--- src/rtl/instr_fetch_queue.sv ---
// Instruction fetch front end: owns the PC, issues single-cycle memory reads and
// buffers returned words with their PCs in a prefetch FIFO drained by valid/ready.
module instr_fetch_queue #(
    parameter int          DEPTH    = 4,
    parameter logic [31:0] RESET_PC = 32'h0000_0000
) (
    input  logic                     clk,
    input  logic                     rst,
    output logic                     imem_req,
    output logic [31:0]              imem_addr,
    input  logic [31:0]              imem_rdata,
    input  logic                     redirect_valid,
    input  logic [31:0]              redirect_pc,
    output logic                     instr_valid,
    input  logic                     instr_ready,
    output logic [31:0]              instr_data,
    output logic [31:0]              instr_pc,
    output logic [$clog2(DEPTH):0]   q_count
);
    localparam int AW = $clog2(DEPTH);
    localparam int CW = AW + 1;

    logic [31:0]   r_pc;
    logic [31:0]   r_resp_pc;
    logic          r_inflight;
    logic          r_kill;
    logic [AW-1:0] r_rd_ptr;
    logic [AW-1:0] r_wr_ptr;
    logic [CW-1:0] r_count;
    logic [31:0]   r_fifo_pc   [DEPTH];
    logic [31:0]   r_fifo_data [DEPTH];

    logic [CW:0]   w_occupancy;
    logic          w_issue;
    logic          w_push;
    logic          w_pop;

    // An outstanding read already owns a slot, so a push can never find the FIFO full.
    assign w_occupancy = {1'b0, r_count} + {{CW{1'b0}}, r_inflight};
    assign w_issue     = rst & ~redirect_valid & (w_occupancy < (CW+1)'(DEPTH));
    assign w_push      = rst & r_inflight & ~r_kill & ~redirect_valid;
    assign w_pop       = instr_valid & instr_ready;

    assign imem_req    = w_issue;
    assign imem_addr   = r_pc;
    assign instr_valid = (r_count != '0);
    assign instr_data  = instr_valid ? r_fifo_data[r_rd_ptr] : 32'h0;
    assign instr_pc    = instr_valid ? r_fifo_pc[r_rd_ptr]   : 32'h0;
    assign q_count     = r_count;

    always_ff @(posedge clk or negedge rst) begin
        if (!rst) begin
            r_pc       <= RESET_PC;
            r_resp_pc  <= 32'h0;
            r_inflight <= 1'b0;
            r_kill     <= 1'b0;
            r_rd_ptr   <= '0;
            r_wr_ptr   <= '0;
            r_count    <= '0;
        end else begin
            r_inflight <= w_issue;
            r_kill     <= redirect_valid & w_issue;
            if (w_issue) begin
                r_pc      <= r_pc + 32'd4;
                r_resp_pc <= r_pc;
            end
            if (redirect_valid) begin
                r_pc     <= redirect_pc & 32'hFFFF_FFFC;
                r_rd_ptr <= '0;
                r_wr_ptr <= '0;
                r_count  <= '0;
            end else begin
                if (w_push)
                    r_wr_ptr <= r_wr_ptr + AW'(1);
                if (w_pop)
                    r_rd_ptr <= r_rd_ptr + AW'(1);
                case ({w_push, w_pop})
                    2'b10:   r_count <= r_count + CW'(1);
                    2'b01:   r_count <= r_count - CW'(1);
                    default: r_count <= r_count;
                endcase
            end
        end
    end

    // Storage is left unreset; the count gates every read of it.
    always_ff @(posedge clk) begin
        if (w_push) begin
            r_fifo_data[r_wr_ptr] <= imem_rdata;
            r_fifo_pc[r_wr_ptr]   <= r_resp_pc;
        end
    end
endmodule

--- config.mk ---
export PLATFORM = sky130hd
export DESIGN_NAME = instr_fetch_queue
export DESIGN_NICKNAME = d
export VERILOG_FILES = /design/src/rtl/instr_fetch_queue.sv
export SDC_FILE = /design/constraint.sdc
export NUM_CORES = 1
export LEC_CHECK = 0
export CAP_MARGIN = 5
export CORE_UTILIZATION = 41
export DETAILED_ROUTE_END_ITERATION = 8
export GPL_ROUTABILITY_DRIVEN = 0
export GPL_TIMING_DRIVEN = 0
export SLEW_MARGIN = 20
export SYNTH_ARGS = -nofsm -noshare
export SYNTH_HDL_FRONTEND = slang
export SYNTH_SLANG_ARGS = --single-unit
export TNS_END_PERCENT = 10
--- constraint.sdc ---
create_clock -name clk -period 3.25 [get_ports clk]
set_input_delay 0.325 -clock clk [delete_from_list [all_inputs] [get_ports clk]]
set_output_delay 0.325 -clock clk [all_outputs]
set_load 0.02 [all_outputs]
==> results.md <==
- Fraction of registers with async set/reset: between 20% and 30%
- Buffers on Ports: 162
- Setup_tns: 0 ns
- Routed len/inst: 20.02 um
- Die H: 179.0 um
- Mapped Cells: about 800
- Most frequent cells in the layout: edfxtp_1 (248), clkdlybuf4s50_1 (161), nand2_1 (115)
- Largest net degree at the start of global routing: between 40 and 50
- Clock root cell: clkbuf_16
- Yosys reg bits: 317
- Yosys warnings: 0
- Nets: 1079
- Library cells used by synthesis: 45
- Synthesized area: around 13000 um^2
- TritonRoute pass-1 iters: 5
- Static Leak: 5.677 nW
- Worst-Margin Slew: 0.7868 ns
- Vias in the first global route: 7486
- Final Hold Viols: 0
- Pwr Density: 753.3 nW/um^2
- Die area: around 32000 um^2
- HP Class: in2reg
- Required time of the worst setup path: 2.92 ns
- Fillers: 2541
- PnR worst setup slack: 0.1536 ns
- Setup crit start kind: flip-flop
- Clock sink count: about 320
- Max_cap viols: 0
- Syn Area/Cell: 16.16 um^2
- Ant diodes: 0
- Crit path time final: just over 3 ns
- Worst path max stage delay: between 0.6 and 0.7 ns
- Peak supply drop: 0.3181 mV
- Worst skew pair latency: approximately 0.50 ns
- Period utilization: a little over nine tenths
- WP data arrival: 2.77 ns
- TritonCTS clock tree: done
- Grt ovf: 0
- DP Wirelength: 18720 um
- EDFF count, synth: between 200 and 250
- Dominant synthesized flop cell: edfxtp_1
- Unrepaired setup endpoints after global routing: false
- DRT antenna net count: 0
- Setup Skew: roughly 0.02 ns
- Core area: 30670 um^2
- Max transition margin: 47.11%
- Sequential share of the synthesized area: between 70% and 80%
- Starting Density: 41.88%
- Final setup viols: 0
- Via density per instance: 5.279
- Achievable frequency: 323.0 MHz
- Horiz. Die Dim: 179.0 um
- Final Power: between 10 and 15 mW
- Setup Buffers After CTS: 0
- Initial drt markers: between 600 and 700
- Worst-path fanout max: 10
- Row count: 64
- Worst-path clk slew: 0.06 ns
- Setup Crit Path Kind: reg2out
- Pre-CTS setup slack: -0.2875 ns
- Clock Path Buffers: 3
- Cell family with most CP delay: buffers and inverters
- Num CTS Buffers: 34
- Crit path cell chain: clkbuf_1 -> mux4_2 -> and2_1 -> clkdlybuf4s50_1
- Total Routing Usage GR: 18.06%
- Worst Path Buf+Inv: 2
- First-pass GRT wire length: 42950 um
- Layout cell share with drive strength beyond 1: 14.88%
- Status: completed
- Slowest stage cell, crit path: dfrtp_1
- Initial antenna violation count: 0
- Max Slew Vio Count: 0
- H-tree depth: 2
- Total Wirelength: 28510 um
- Io pins: 169
- Most common cell after layout, fill and taps aside: edfxtp_1
- Critical path endpoint category: output port
- Drt drc: 0
- Area grow syn2layout: 26.71%
- Via count: between 7000 and 8000
==> worst min-delay path: cells and delay by family <==
family | cells | cell delay [ns]
buf+inv | 1 | 0.40
compound gates | 1 | 0.07
simple gates | 1 | 0.06
==> synth_stat cells (all sizes together) (4+ instances only) <==
library cell | n | area (um^2)
mux4 | 62 | 1396
nand2 | 116 | 437.9
nor3b | 4 | 30.03
and2 | 72 | 450.4
nor2 | 23 | 86.33
inv | 7 | 26.28
nor3 | 5 | 25.02
and3 | 4 | 25.02
dfrtp | 69 | 1727
ha | 5 | 62.56
o311ai | 9 | 78.83
nor4 | 5 | 58.80
nand4 | 7 | 50.05
nand3 | 30 | 155.1
o211ai | 6 | 45.04
o21ai | 25 | 125.1
a31oi | 5 | 31.28
a221o | 4 | 40.04
nand3b | 5 | 37.54
a22oi | 5 | 37.54
clkbuf | 24 | 90.09
buf | 20 | 107.6
nor2b | 5 | 31.28
edfxtp | 248 | 7447
==> registers in the layout, summed over array words and instances (netlist names) <==
name,flops
r_wr_ptr,2
r_rd_ptr,2
r_fifo_data,128
r_inflight,1
r_kill,1
r_resp_pc,30
q_count,3
r_fifo_pc,120
imem_addr,30
==> kinds of logic after synthesis <==
family	synth area share (%)
and+or+nand+nor	11.61
AOI/OAI and AO/OA	3.030
xor gates and xnor gates	0.4092
adders and majority gates	0.6430
muxes	11.11
buffers and inverters	1.744
DFF	71.43
other	0.02920
==> path summary, 6_finish.rpt <==
check | slack, ns | start | cells past startpoint | end
min in group asynchronous | 0.47 | rst | 4 | imem_addr[17]$_DFFE_PN0P_
hold / removal | 0.40 | redirect_pc[24] | 3 | imem_addr[24]$_DFFE_PN0P_
hold reg to reg | 0.52 | r_resp_pc[7]$_DFFE_PN0P_ | 0 | r_fifo_pc[3][7]$_DFFE_PP_
setup / recovery | 0.15 | r_rd_ptr[1]$_DFFE_PN0P_ | 4 | instr_data[20]
max in group asynchronous | 2.04 | rst | 5 | r_resp_pc[4]$_DFFE_PN0P_
setup reg to reg | 0.92 | q_count[2]$_DFFE_PN0P_ | 7 | imem_addr[26]$_DFFE_PN0P_
==> power breakdown <==
group / total, mW / switching [mW] / internal, mW
Clock: 3.71 / 1.49 / 2.22
Sequential: 5.03 / 0.301 / 4.72
Combinational: 3.53 / 1.81 / 1.71
==> timing repair <==
| item | CTS | global route |
|---|---|---|
| setup endpoints to repair | 60 | 42 |
| hold buffers | 5 | 0 |
| endpoints found under the hold margin | 25 | 0 |
| gates resized for setup | 5 | 17 |
==> area by class of cell <==
class,count,area [um^2],area share [%]
flip-flops and latches,317,9174,56.37
multi-input cells,431,3471,21.33
repair buffers,172,1814,11.15
clock buffers,43,948.4,5.828
well taps,396,495.5,3.045
plain buffers,42,219.0,1.345
clock inverters,16,126.4,0.7765
inverters,7,26.28,0.1615
==> through the flow <==
step / instance area [um^2] / instances / hold slack, ns / utilization (%)
2_1_floorplan: 12860 / 799 / 0.02941 / -
3_3_place_gp: 14980 / 1357 / 0.5008 / 48.83
3_5_place_dp: 15090 / 1362 / 0.2655 / 49.20
4_1_cts: 16250 / 1424 / 0.3803 / 52.99
5_1_grt: 16270 / 1424 / 0.4123 / 53.06
6_report: 16270 / 1424 / 0.4023 / 53.06
==> layer usage <==
metal  GRT usage [%]  share of wire (%)  vias up
li1                -                  -     3453
met1           24.96                 44     3753
met2           29.30                 48      270
met3           3.287                6.7       42
met4           5.049                2.1        0
met5               0                  0        -
(Power assumes the default switching activity.)
==> variant: new RTL, same settings <==
Set the parameter `DEPTH` to 8 (it was 4).
--- a/src/rtl/instr_fetch_queue.sv
+++ b/src/rtl/instr_fetch_queue.sv
@@ -2,5 +2,5 @@
 // buffers returned words with their PCs in a prefetch FIFO drained by valid/ready.
 module instr_fetch_queue #(
-    parameter int          DEPTH    = 4,
+    parameter int          DEPTH    = 8,
     parameter logic [31:0] RESET_PC = 32'h0000_0000
 ) (
Interface: changed (resized q_count); port bits go from 169 to 170. No check against the original RTL was run, so the function may have changed too.
==> variant against the unedited design <==
The flow now finishes with violations (setup timing). Final area rose by 70%. Cell count rose by 55%. Routed wire length rose by 77%. Area after synthesis rose by 74%. Sequential share of layout area rose by 3.8 points. Total power rose by 67%. Sequential cell count rose by 251. Sequential power rose by 77%. Worst setup slack got worse by 0.17 ns.
==> variant: results <==
run_status:
  outcome: "finished with violations"
  violations: "setup timing"
synthesis:
  ys_top_cells_by_area: "edfxtp_1 66%, mux4_2 12%, dfrtp_1 8.0%, mux2i_1 3.3%, nand2_1 2.0%"
  synth_edf_count: 496
  synth_common_cells: "496 x edfxtp_1, 124 x mux4_2, 118 x nand2_1, 94 x nor2_1, 74 x mux2i_1"
  synthArstFlopShare: 0.127
  netlist-cell-type-count: 58
  avgSynthCellArea_um2: 18.7
clock_network:
  cts_made_buffers: 55
  clk_latency_ns: 0.60
place:
  dp_cells: 2095
  port_buffers: 163
  dpl.hpwl_mm: 33.1
finish:
  nets: 1539
  drive_above_1_share: 0.216
  largestRegisters: "r_fifo_data: 256 flops, r_fifo_pc: 240 flops"
  layout.cells.non_filler: 2201
critical_path:
  timing.rr.start: "r_kill"
  crit_path_start: "r_rd_ptr[0]"
  r2r_slack_ns: 0.64
  timing.rr.end: "r_fifo_data[6][15]"
  r2r_cells: 6
sta:
  report.final.setup_viol: 1
  tightest_slew_ns: 0.765
  hold_slack_ns: 0.291
  fin_setup_tns_ns: -0.0187
  finalClockSkew_ns: 0.0114
  setup_slack_ns: -0.0187
global_routing:
  grt.total_usage: 0.186
  grt_pass1_wl_mm: 77.2
drt:
  via_per_inst: 5.35
  drt_iter0_drc: 873
worst_hold_path:
  hp-start: "redirect_pc[25]"
pwr:
  leakage_nw: 9.72
## variant: cell count changes in the layout (fill, tap and decap cells not counted), sizes merged, moves of 42 or more
cell / change
edfxtp: +248
nor2: +72
mux2i: +71
and2: -69
mux4: +62
clkdlybuf4s50: -50
buf: +48
clkbuf: +42
## variant: critical path: stages, from the launching register on
cell	delay [ns]
dfrtp_1	0.35
buf_4	0.24
buf_4	0.30
mux4_2	0.54
mux2i_1	0.29
nor2_1	0.07
clkdlybuf4s50_1	0.55
## variant: where the power goes
| part | total (mW) | switching, mW | internal (mW) |
|---|---|---|---|
| clock network | 6.02 | 2.61 | 3.40 |
| logic | 5.51 | 2.99 | 2.52 |
| registers | 8.90 | 0.468 | 8.43 |
## variant: worst max path at each step
stage	cells past startpoint	slack [ns]	to
floorplan	3	-0.86	r_fifo_data[7][0]
global placement	4	-7.19	r_fifo_data[2][29]
detailed placement	8	-0.56	r_fifo_data[0][29]
CTS	7	-0.19	instr_data[1]
global route	6	-0.16	instr_pc[23]
finish	6	-0.02	instr_pc[23]
## variant: timing repair
action                     4_1_cts  5_1_grt
setup endpoints to repair       63      304
resized for setup               76       51
setup buffers                    0        9
hold buffers                     2        0
hold endpoints to repair        38        0
pin swaps                        0        2
## variant: kinds of logic after synthesis
kind of cell | Yosys count | share of synthesized area
adders and majority gates | 5 | 0.00279
DFF | 568 | 0.745
muxes | 199 | 0.158
AOI/OAI and AO/OA | 60 | 0.0193
xor gates and xnor gates | 9 | 0.00385
buffers and inverters | 73 | 0.0154
and+or+nand+nor | 281 | 0.0550
other | 1 | 0.000167
## variant: layer usage
layer | share of wire | GRT usage | vias to the layer above
li1 | - | - | 5285
met1 | 0.45 | 0.265 | 6100
met2 | 0.48 | 0.298 | 332
met3 | 0.052 | 0.0312 | 64
met4 | 0.017 | 0.0473 | 0
met5 | 0 | 0 | -
## variant: final cells by class
class | count | area [µm²]
Inverter | 7 | 31.3
Tap cell | 696 | 871
Clock inverter | 19 | 123
Multi-Input combinational cell | 559 | 5490
Buffer | 65 | 480
Clock buffer | 77 | 1560
Sequential cell | 568 | 16700
Timing Repair Buffer | 210 | 2490
Fill cell | 4294 | 26200
## variant: through the flow
| stage | worst slack [ns] | cell area (µm²) |
|---|---|---|
| finish | -0.0187 | 27700 |
| global route | -0.164 | 27700 |
| CTS | -0.186 | 27500 |
| detailed placement | -0.556 | 25700 |
| global placement | -7.19 | 24900 |
| floorplan | -0.864 | 22400 |
